### src/rtl/serial_addsub_pkg.sv
// Shared types and constants for the bit-serial add/subtract engine.
package serial_addsub_pkg;

    typedef enum logic [1:0] {
        IDLE = 2'b00,
        RUN  = 2'b01,
        DONE = 2'b10
    } state_e;

    localparam logic OP_ADD = 1'b1;
    localparam logic OP_SUB = 1'b0;

endpackage

### src/rtl/serial_addsub_fas_bit.sv
// Combinational one-bit full adder/subtractor cell; en selects which pair the caller uses.
module fas_bit (
    input  logic a,
    input  logic b,
    input  logic cin,
    input  logic en,
    output logic sum,
    output logic carry,
    output logic diff,
    output logic borrow
);

    logic unused_en;

    // Both outputs pairs are always produced; en is carried for interface parity with the cell.
    assign unused_en = en;
    assign sum       = a ^ b ^ cin;
    assign carry     = (a & b) | (cin & (a ^ b));
    assign diff      = a ^ b ^ cin;
    assign borrow    = (~a & b) | (cin & ~(a ^ b));

endmodule

### src/rtl/serial_addsub.sv
// Bit-serial add/subtract controller: shifts operands LSB first through fas_bit, one bit per clock.
module serial_addsub
    import serial_addsub_pkg::*;
#(
    parameter int WIDTH = 8,
    parameter int CW    = $clog2(WIDTH + 1)
) (
    input  logic             clk,
    input  logic             rst,
    input  logic             start,
    input  logic             en,
    input  logic             cin,
    input  logic [WIDTH-1:0] a,
    input  logic [WIDTH-1:0] b,
    output logic             busy,
    output logic             done,
    output logic [WIDTH-1:0] result,
    output logic             cout
);

    localparam logic [CW-1:0] LAST_BIT = CW'(WIDTH - 1);

    state_e           state_q, state_d;
    logic [WIDTH-1:0] sa_q, sa_d;
    logic [WIDTH-1:0] sb_q, sb_d;
    logic [WIDTH-1:0] res_q, res_d;
    logic [CW-1:0]    cnt_q, cnt_d;
    logic             op_q, op_d;
    logic             cy_q, cy_d;
    logic             cout_q, cout_d;

    logic cell_sum, cell_carry, cell_diff, cell_borrow;
    logic bit_res, bit_cy;

    fas_bit u_fas (
        .a      (sa_q[0]),
        .b      (sb_q[0]),
        .cin    (cy_q),
        .en     (op_q),
        .sum    (cell_sum),
        .carry  (cell_carry),
        .diff   (cell_diff),
        .borrow (cell_borrow)
    );

    assign bit_res = (op_q == OP_ADD) ? cell_sum   : cell_diff;
    assign bit_cy  = (op_q == OP_ADD) ? cell_carry : cell_borrow;

    always_comb begin
        state_d = state_q;
        sa_d    = sa_q;
        sb_d    = sb_q;
        res_d   = res_q;
        cnt_d   = cnt_q;
        op_d    = op_q;
        cy_d    = cy_q;
        cout_d  = cout_q;
        case (state_q)
            IDLE: begin
                if (start) begin
                    state_d = RUN;
                    sa_d    = a;
                    sb_d    = b;
                    op_d    = en;
                    cy_d    = cin;
                    cnt_d   = '0;
                end
            end
            RUN: begin
                // Result enters at the MSB so it is aligned after the final bit.
                sa_d  = {1'b0, sa_q[WIDTH-1:1]};
                sb_d  = {1'b0, sb_q[WIDTH-1:1]};
                res_d = {bit_res, res_q[WIDTH-1:1]};
                cy_d  = bit_cy;
                cnt_d = cnt_q + 1'b1;
                if (cnt_q == LAST_BIT) begin
                    state_d = DONE;
                    cout_d  = bit_cy;
                end
            end
            DONE: begin
                state_d = IDLE;
            end
            default: begin
                state_d = IDLE;
            end
        endcase
    end

    always_ff @(posedge clk) begin
        if (rst) begin
            state_q <= IDLE;
            sa_q    <= '0;
            sb_q    <= '0;
            res_q   <= '0;
            cnt_q   <= '0;
            op_q    <= 1'b0;
            cy_q    <= 1'b0;
            cout_q  <= 1'b0;
        end else begin
            state_q <= state_d;
            sa_q    <= sa_d;
            sb_q    <= sb_d;
            res_q   <= res_d;
            cnt_q   <= cnt_d;
            op_q    <= op_d;
            cy_q    <= cy_d;
            cout_q  <= cout_d;
        end
    end

    assign busy   = (state_q != IDLE);
    assign done   = (state_q == DONE);
    assign result = res_q;
    assign cout   = cout_q;

endmodule

### config.mk
export PLATFORM = sky130hd
export DESIGN_NAME = serial_addsub
export DESIGN_NICKNAME = d
export VERILOG_FILES = /design/src/rtl/serial_addsub_pkg.sv /design/src/rtl/serial_addsub_fas_bit.sv /design/src/rtl/serial_addsub.sv
export SDC_FILE = /design/constraint.sdc
export NUM_CORES = 1
export LEC_CHECK = 0
export CORE_MARGIN = 2
export CORE_UTILIZATION = 49
export DETAILED_ROUTE_END_ITERATION = 6
export PLACE_DENSITY_LB_ADDON = 0.3
export SLEW_MARGIN = 5
export SYNTH_ARGS = -nofsm -noshare
export SYNTH_HDL_FRONTEND = slang
export SYNTH_SLANG_ARGS = --single-unit
### constraint.sdc
create_clock -name clk -period 1.4 [get_ports clk]
set_clock_uncertainty 0.05 [all_clocks]
set_input_delay 0.14 -clock clk [delete_from_list [all_inputs] [get_ports clk]]
set_output_delay 0.14 -clock clk [all_outputs]
set_load 0.005 [all_outputs]
Yosys cells after proc, flatten, opt, wreduce, memory -nomap -nowiden
Cells that the tools add are included.

Register bits: 33. Input port bits: 21. Output and inout port bits: 11. Word-level logic and storage cells: 43.

$add $sub $neg: 1. Equality and inequality tests: 5. Multiplexer cells: 12. Bitwise gates (word level): 10. Reduce and logical (&&, ||, !) cells: 7.

Operators with widths (count): $pmux W8 S2 (2); $mux W8 (2); $pmux W4 S2 (1); $reduce_and A2 Y1 (4); $add A4 B1 Y4 const B (1); $and A1 B1 Y1 (4); $eq A4 B3 Y1 const B (1); $mux W2 (2); $mux W4 (1); $ne A2 B2 Y1 const B (2); $pmux W2 S2 (1); $reduce_bool A2 Y1 (2); $eq A2 B1 Y1 const B (1); $eq A2 B2 Y1 const B (1); $logic_not A2 Y1 (1); $mux W1 (2); $not A1 Y1 (2); $or A1 B1 Y1 (2); $pmux W1 S2 (1); $xor A1 B1 Y1 (2).

Logic depth before layout (Yosys ltp)
Gate-level depths: netlist of the first run.

Depth after elaboration: 6. Mapped depth: 5. Mapped depth without buffers: 5.

Cells and area by module
Synthesis of the first run repeated with hierarchy kept, for this count alone.

Cells, all modules: 180. Area total of the unflattened synthesis: 1529.0 µm².

Modules (own cells, without submodules): serial_addsub (instances 1, cells each 174, area an instance 1470.2 µm², sequential area each 660.6 µm²); fas_bit (instances 1, cells each 6, area an instance 58.8 µm², sequential area each 0.0 µm²).

Least setup slack after synthesis of the first run
Ideal clock, no wire load.

Path kind: reg2reg. From: register cy_q. To: register cy_q. Library setup time: 126 ps. Data arrival time: 1084 ps. Data required time: 1224 ps. Slack: 140 ps. Cell stages (with the launch flop): 5. Buffers on the path: 0. Clock period less this slack: 1260 ps. Cell sequence: dfxtp_1 > fa_1 > and2_1 > o21ai_0 > a31oi_1.

Longest elaborated chain between the ends: 4.

RTL lines: start, declared (line serial_addsub.sv:29) `logic cy_q, cy_d;`; start signal, assigned (line serial_addsub.sv:107) `cy_q <= cy_d;`; $and A1 B1 Y1 (on tied branches) (line serial_addsub_fas_bit.sv:20, serial_addsub_fas_bit.sv:18); $or A1 B1 Y1 (on tied branches) (line serial_addsub_fas_bit.sv:20, serial_addsub_fas_bit.sv:18); $mux W1 * (line serial_addsub.sv:47) `assign bit_cy = (op_q == OP_ADD) ? cell_carry : cell_borrow;`; $pmux W1 S2 * (line serial_addsub.sv:58) `case (state_q)`.

Every way passes the cells marked *; elsewhere a longest branch is shown, timed or not. A chain may end at the register's enable or synchronous reset.

Worst setup path in the final report of the first run
From: register cout_q (netlist: cout). To: output cout.

RTL lines: start, declared (line serial_addsub.sv:30) `logic cout_q, cout_d;`; start signal, assigned (line serial_addsub.sv:108) `cout_q <= cout_d;`; end, declared (line serial_addsub.sv:18) `output logic cout`.

No word-level cell between the ends.

==> results of run 1 <==
[cells by family after synthesis]
family,count (synthesis),synth area share [%]
AO/OA/AOI/OAI,63,25.3
multiplexers,2,1.41
AND/OR/NAND/NOR,54,16.9
buffers and inverters,15,6.01
flip-flops,33,46.7
adder cells (fa/ha/maj),3,3.71
[sequential cells by signal, indices dropped and copies added (netlist names)]
signal	count
cnt_q	4
cout	1
cy_q	1
op_q	1
result	8
sa_q	8
sb_q	8
state_q	2
[final cells by class]
cell class / instances / area, um2 / share of cell area [%]
well taps: 31 / 38.8 / 2.06
clock buffers: 8 / 48.8 / 2.59
repair buffers: 46 / 420 / 22.3
inverters: 4 / 15.0 / 0.796
flip-flops and latches: 33 / 679 / 36.0
multi-input cells: 122 / 684 / 36.3
[worst reg2reg max path: cells and delay by family, from the launching register on]
kind | cells | cell delay, ns
flops | 1 | 0.35
compound gates | 2 | 0.22
fa+ha+maj | 1 | 0.40
simple gates | 1 | 0.18
[stage by stage]
stage                     utilization [%]  TNS (ns)  setup WS [ns]
after floorplan                         -         0          0.140
after global placement               64.4   -0.0230        -0.0158
after detailed placement             64.4    -0.136        -0.0452
after CTS                            66.7         0       0.000129
after global routing                 68.4         0      0.0000493
final                                68.4         0         0.0357
[per-layer routing]
metal | track usage [%] | wire [um] | share of wire, %
met1 | 24.4 | 1440 | 44
met2 | 34.4 | 1580 | 48
met3 | 7.37 | 222 | 6.8
met4 | 9.97 | 48 | 1.5
met5 | 0 | 0 | 0
[cell usage in the layout, fill, tap and decap left out, types with 2 or more instances in the layout]
master           instances
a21oi_1                 36
nand2_1                 33
clkdlybuf4s50_1         26
dfxtp_1                 22
o21ai_0                 15
buf_4                   15
dfxtp_2                  9
nor2_1                   6
clkbuf_4                 5
inv_1                    3
a22oi_1                  3
clkbuf_1                 3
mux2i_1                  2
a31oi_1                  2
o211a_1                  2
nor3_1                   2
nand3_1                  2
dlygate4sd2_1            2
dlymetal6s2s_1           2
dfxtp_4                  2
[final timing paths]
path | from | end | slack (ns)
max | cout | cout | 0.04
min | a[5] | sa_q[5] | 0.29
max reg2reg | cy_q | cy_q | 0.09
min reg2reg | result[0] | result[0] | 0.41
[cells in the mapped netlist, drive strengths merged]
cell type   n
mux2i       2
a22oi       3
and3b       1
o21bai      1
a21oi      36
nand3       2
o211a       2
buf         9
nand3b      1
and2b       1
nand2      33
nor2        7
nor2b       2
o21ba       1
a221oi      1
a211oi      1
o21ai      16
nor3b       1
or2         1
fa          2
ha          1
nor3        2
clkbuf      2
a31oi       2
dfxtp      33
inv         4
or3         1
nand2b      1
and2        1
[what timing repair did]
action | CTS | global route
hold endpoints to repair | 0 | 0
resized for setup | 14 | 14
setup buffers | 1 | 3
pin swaps | 0 | 2
endpoints found under the setup margin | 7 | 24
[power breakdown]
group	total (uW)	switching (uW)	internal, uW
clock network	503	303	200
registers	1020	34.2	989
logic	297	143	154
==> impl_metrics.tcl, run 1 <==
set metrics [dict create \
    h-tree-depth 2 \
    yosysUniqueCellTypes 31 \
    whs_ns 0.294 \
    cp_num_buf_inv 1 \
    yosysTopAreaCell "dfxtp_1" \
    grt_use_total_pct 20.9 \
    fp.dieW_um 57.7 \
    p_leak_uw 0.000791 \
    antenna_found_initial 0 \
    area_growth_pct 33.3 \
    r2r_cells 4 \
    clockBufferDepth 2 \
    critPathRequiredTime_ns 1.21 \
    yosysWarnings 0 \
    slew_headroom_pct 73.6 \
    overflow 0 \
    place.gp.congestion 0.788 \
    filler_cell_count 247 \
    cts_inserted_buffers 5 \
    cap_violations 0 \
    io_buffers 31 \
    grt_pass1_vias 1261 \
    cts-root-buf "clkbuf_4" \
    vdd_drop_max_uv 779 \
    hold_violations 0 \
    initial_utilization_pct 51.3 \
    finalSetupViolCount 0 \
    rows 19 \
    synth_seq_cells 33 \
    crit_chain "clkdlybuf4s50_1" \
    syn_area_per_cell_um2 8.32 \
    synth_top_area_share_pct 46.7 \
    finalWirelength_um 3280 \
    first_iter_violations 33 \
    final_cell_count_no_fill 244 \
    viasPerCell 5.43 \
    cp.arrival_ns 1.17 \
    max_stage_delay_ns 0.50 \
    clk-insertion-delay-late_ns 0.33 \
    grt_max_degree 19 \
    startpoint_type "flop" \
    antenna_cells 0 \
    coreArea_um2 2760 \
    rsz0062_at_grt "false" \
    holdBufCountCts 0 \
    cts_tree "yes" \
    finalNetCount 236 \
    worstSetupPathType "reg -> out" \
    final_layout_size_suffix_gt1_share_pct 19.2 \
    synth.area.top_cells "dfxtp_1 (47%), a21oi_1 (13%), nand2_1 (8.8%)" \
    vias 1326 \
    ant_nets 0 \
    min_period_ns 1.36 \
    slew_viol_final 0 \
    outcome "finished clean" \
    cts_sinks 33 \
    crit_fanout 2 \
    cp_num_cells 1 \
    period_share_pct 97.5 \
    hold_path_class "in -> reg" \
    drcViolationCount 0 \
    dp.cells 232 \
    drt_first_pass_iters 4 \
    die-height_um 57.7 \
    synth_cells 170 \
    synthesis.nets 194 \
    syn_area_um2 1420 \
    seq_area_frac_synth_pct 46.7 \
    wl_per_cell_um 13.5 \
    stdcell_area_um2 1890 \
    grt_first_pass_wirelength_um 5350 \
    end_kind "output pin" \
    io_pins 32 \
    clkTransAtPathRegs_ns 0.10 \
    cp_slowest_cell "clkdlybuf4s50_1" \
    critPathTopFamily "buffers and inverters" \
    die_area_um2 3330 \
    power_uw 1820 \
    max_freq_mhz 733 \
    hold_path_depth 3 \
    placed_area_um2 1780 \
    tightest_slew_ns 0.395 \
    power_density_nw_per_um2 966 \
    hpwlAfterDp_um 2250 \
]
Note: power is estimated with default switching activity, not from simulation.
==> inputs of run 2 (changes only) <==
--- a/config.mk
+++ b/config.mk
@@ -13,3 +13,4 @@
 export SYNTH_ARGS = -nofsm -noshare
 export SYNTH_HDL_FRONTEND = slang
 export SYNTH_SLANG_ARGS = --single-unit
+export TNS_END_PERCENT = 5
==> impl_metrics.tcl, run 2 (synthesis results as in run 1) <==
set metrics [dict create \
    overflow 0 \
    pwr-share-comb_pct 16.0 \
    antenna_cells 0 \
    die-height_um 57.7 \
    cp_num_buf_inv 0 \
    grt_pass1_vias 1261 \
    io_pins 32 \
    vias 1341 \
    hold_path_class "in -> reg" \
    end_kind "flop" \
    cts_sinks 33 \
    antenna_found_initial 0 \
    slew_viol_final 0 \
    fp.dieW_um 57.7 \
    power_frac_seq_pct 56.7 \
    crit_fanout 4 \
    slew_headroom_pct 74.0 \
    final-seq-area_um2 678 \
    dp_slack_ns -0.0452 \
    switching_share_pct 26.0 \
    final_cell_count_no_fill 243 \
    max_freq_mhz 728 \
    finalWirelength_um 3270 \
    crit_chain "fa_1 -> and2_1 -> o21ai_0 -> a31oi_1" \
    cap_violations 0 \
    p_int_uw 1340 \
    viasPerCell 5.52 \
    holdBufCountCts 0 \
    final_cell_mix "a21oi_1 (36), nand2_1 (33), dfxtp_1 (23), clkdlybuf4s50_1 (23), o21ai_0 (16)" \
    startpoint_type "flop" \
    final_layout_size_suffix_gt1_share_pct 17.9 \
    outcome "finished clean" \
    hold_violations 0 \
    cp.arrival_ns 1.54 \
    grt_use_total_pct 20.9 \
    period_share_pct 98.1 \
    io_buffers 31 \
    p_leak_uw 0.000836 \
    power_density_nw_per_um2 960 \
    drcViolationCount 0 \
    filler_cell_count 243 \
    critPathTopFamily "adder cells" \
    clkTransAtPathRegs_ns 0.09 \
    cts-root-buf "clkbuf_4" \
    first_iter_violations 46 \
    die_area_um2 3330 \
    placed_area_um2 1780 \
    cp_num_cells 4 \
    grt_first_pass_wirelength_um 5350 \
    cts_tree "yes" \
    layout_commonest_cell "a21oi_1" \
    vdd_drop_max_uv 763 \
    stdcell_area_um2 1880 \
    place.gp.congestion 0.788 \
    h-tree-depth 2 \
    min_period_ns 1.37 \
    r2r_cells 4 \
    p_sw_uw 470 \
    multiInputGateArea_um2 679 \
    coreArea_um2 2760 \
    rows 19 \
    worst_slack_ns 0.0264 \
    clk-insertion-delay-late_ns 0.33 \
    cts_inserted_buffers 5 \
    dp.cells 232 \
    clockBufferDepth 2 \
    tightest_slew_ns 0.390 \
    finalSetupViolCount 0 \
    cp_slowest_cell "fa_1" \
    hold_path_depth 3 \
    ant_nets 0 \
    max_stage_delay_ns 0.41 \
    rsz0062_at_grt "true" \
    wl_per_cell_um 13.5 \
    area_growth_pct 32.9 \
    drt_first_pass_iters 4 \
    grt_max_degree 19 \
    clockPowerShare_pct 27.3 \
    hpwlAfterDp_um 2250 \
    initial_utilization_pct 51.3 \
    critPathRequiredTime_ns 1.57 \
    setup_tns_ns 0 \
    worstSetupPathType "reg -> reg" \
    finalNetCount 235 \
]
==> run 2: power by group through the flow <==
| stage | combinational [uW] | clock [uW] | sequential [uW] |
|---|---|---|---|
| final | 289 | 493 | 1020 |
| after global routing | 322 | 562 | 1030 |
| after CTS | 285 | 515 | 1020 |
| after detailed placement | 278 | 0 | 1050 |
| after global placement | 271 | 0 | 1040 |
| after floorplan | 165 | 0 | 1040 |
==> run 2: final cells by class <==
cell class                 instances  area share (%)
timing repair buffer              45            22.4
inverter                           4           0.798
multi-input combinational        122            36.1
sequential                        33            36.1
tap                               31            2.06
clock buffer                       8            2.59
==> run 2: stage by stage <==
| step | power, uW | utilization (%) | hold WS [ns] |
|---|---|---|---|
| after floorplan | 1200 | - | 0.224 |
| after global placement | 1320 | 64.4 | 0.393 |
| after detailed placement | 1330 | 64.4 | 0.404 |
| after CTS | 1820 | 66.8 | 0.289 |
| after global routing | 1910 | 68.2 | 0.282 |
| final | 1810 | 68.2 | 0.300 |
==> run 2: routing by layer <==
| metal | vias to the layer above | part of all wire, % | track usage [%] |
|---|---|---|---|
| li1 | 672 | - | - |
| met1 | 625 | 43 | 24.4 |
| met2 | 37 | 49 | 34.4 |
| met3 | 7 | 7.0 | 7.37 |
| met4 | 0 | 1.5 | 9.97 |
| met5 | - | 0 | 0 |
==> run 2: final timing paths <==
| kind | startpoint | endpoint | slack [ns] |
|---|---|---|---|
| worst max-delay path | cy_q | cy_q | 0.03 |
| worst min-delay path | a[5] | sa_q[5] | 0.30 |
| worst max register to register | cy_q | cy_q | 0.03 |
| worst min register to register | result[0] | result[0] | 0.41 |
==> run 2: tightest hold or removal path, delay by kind of cell <==
| kind | cells | cell delay [ns] |
|---|---|---|
| buffers and inverters | 1 | 0.39 |
| and+or+nand+nor | 1 | 0.06 |
| AOI/OAI and AO/OA | 1 | 0.05 |
==> run 2: what timing repair did <==
| item | CTS | global route |
|---|---|---|
| endpoints found under the setup margin | 7 | 25 |
| pin swaps | 0 | 2 |
| setup buffers | 1 | 2 |
| gates resized for setup | 12 | 14 |
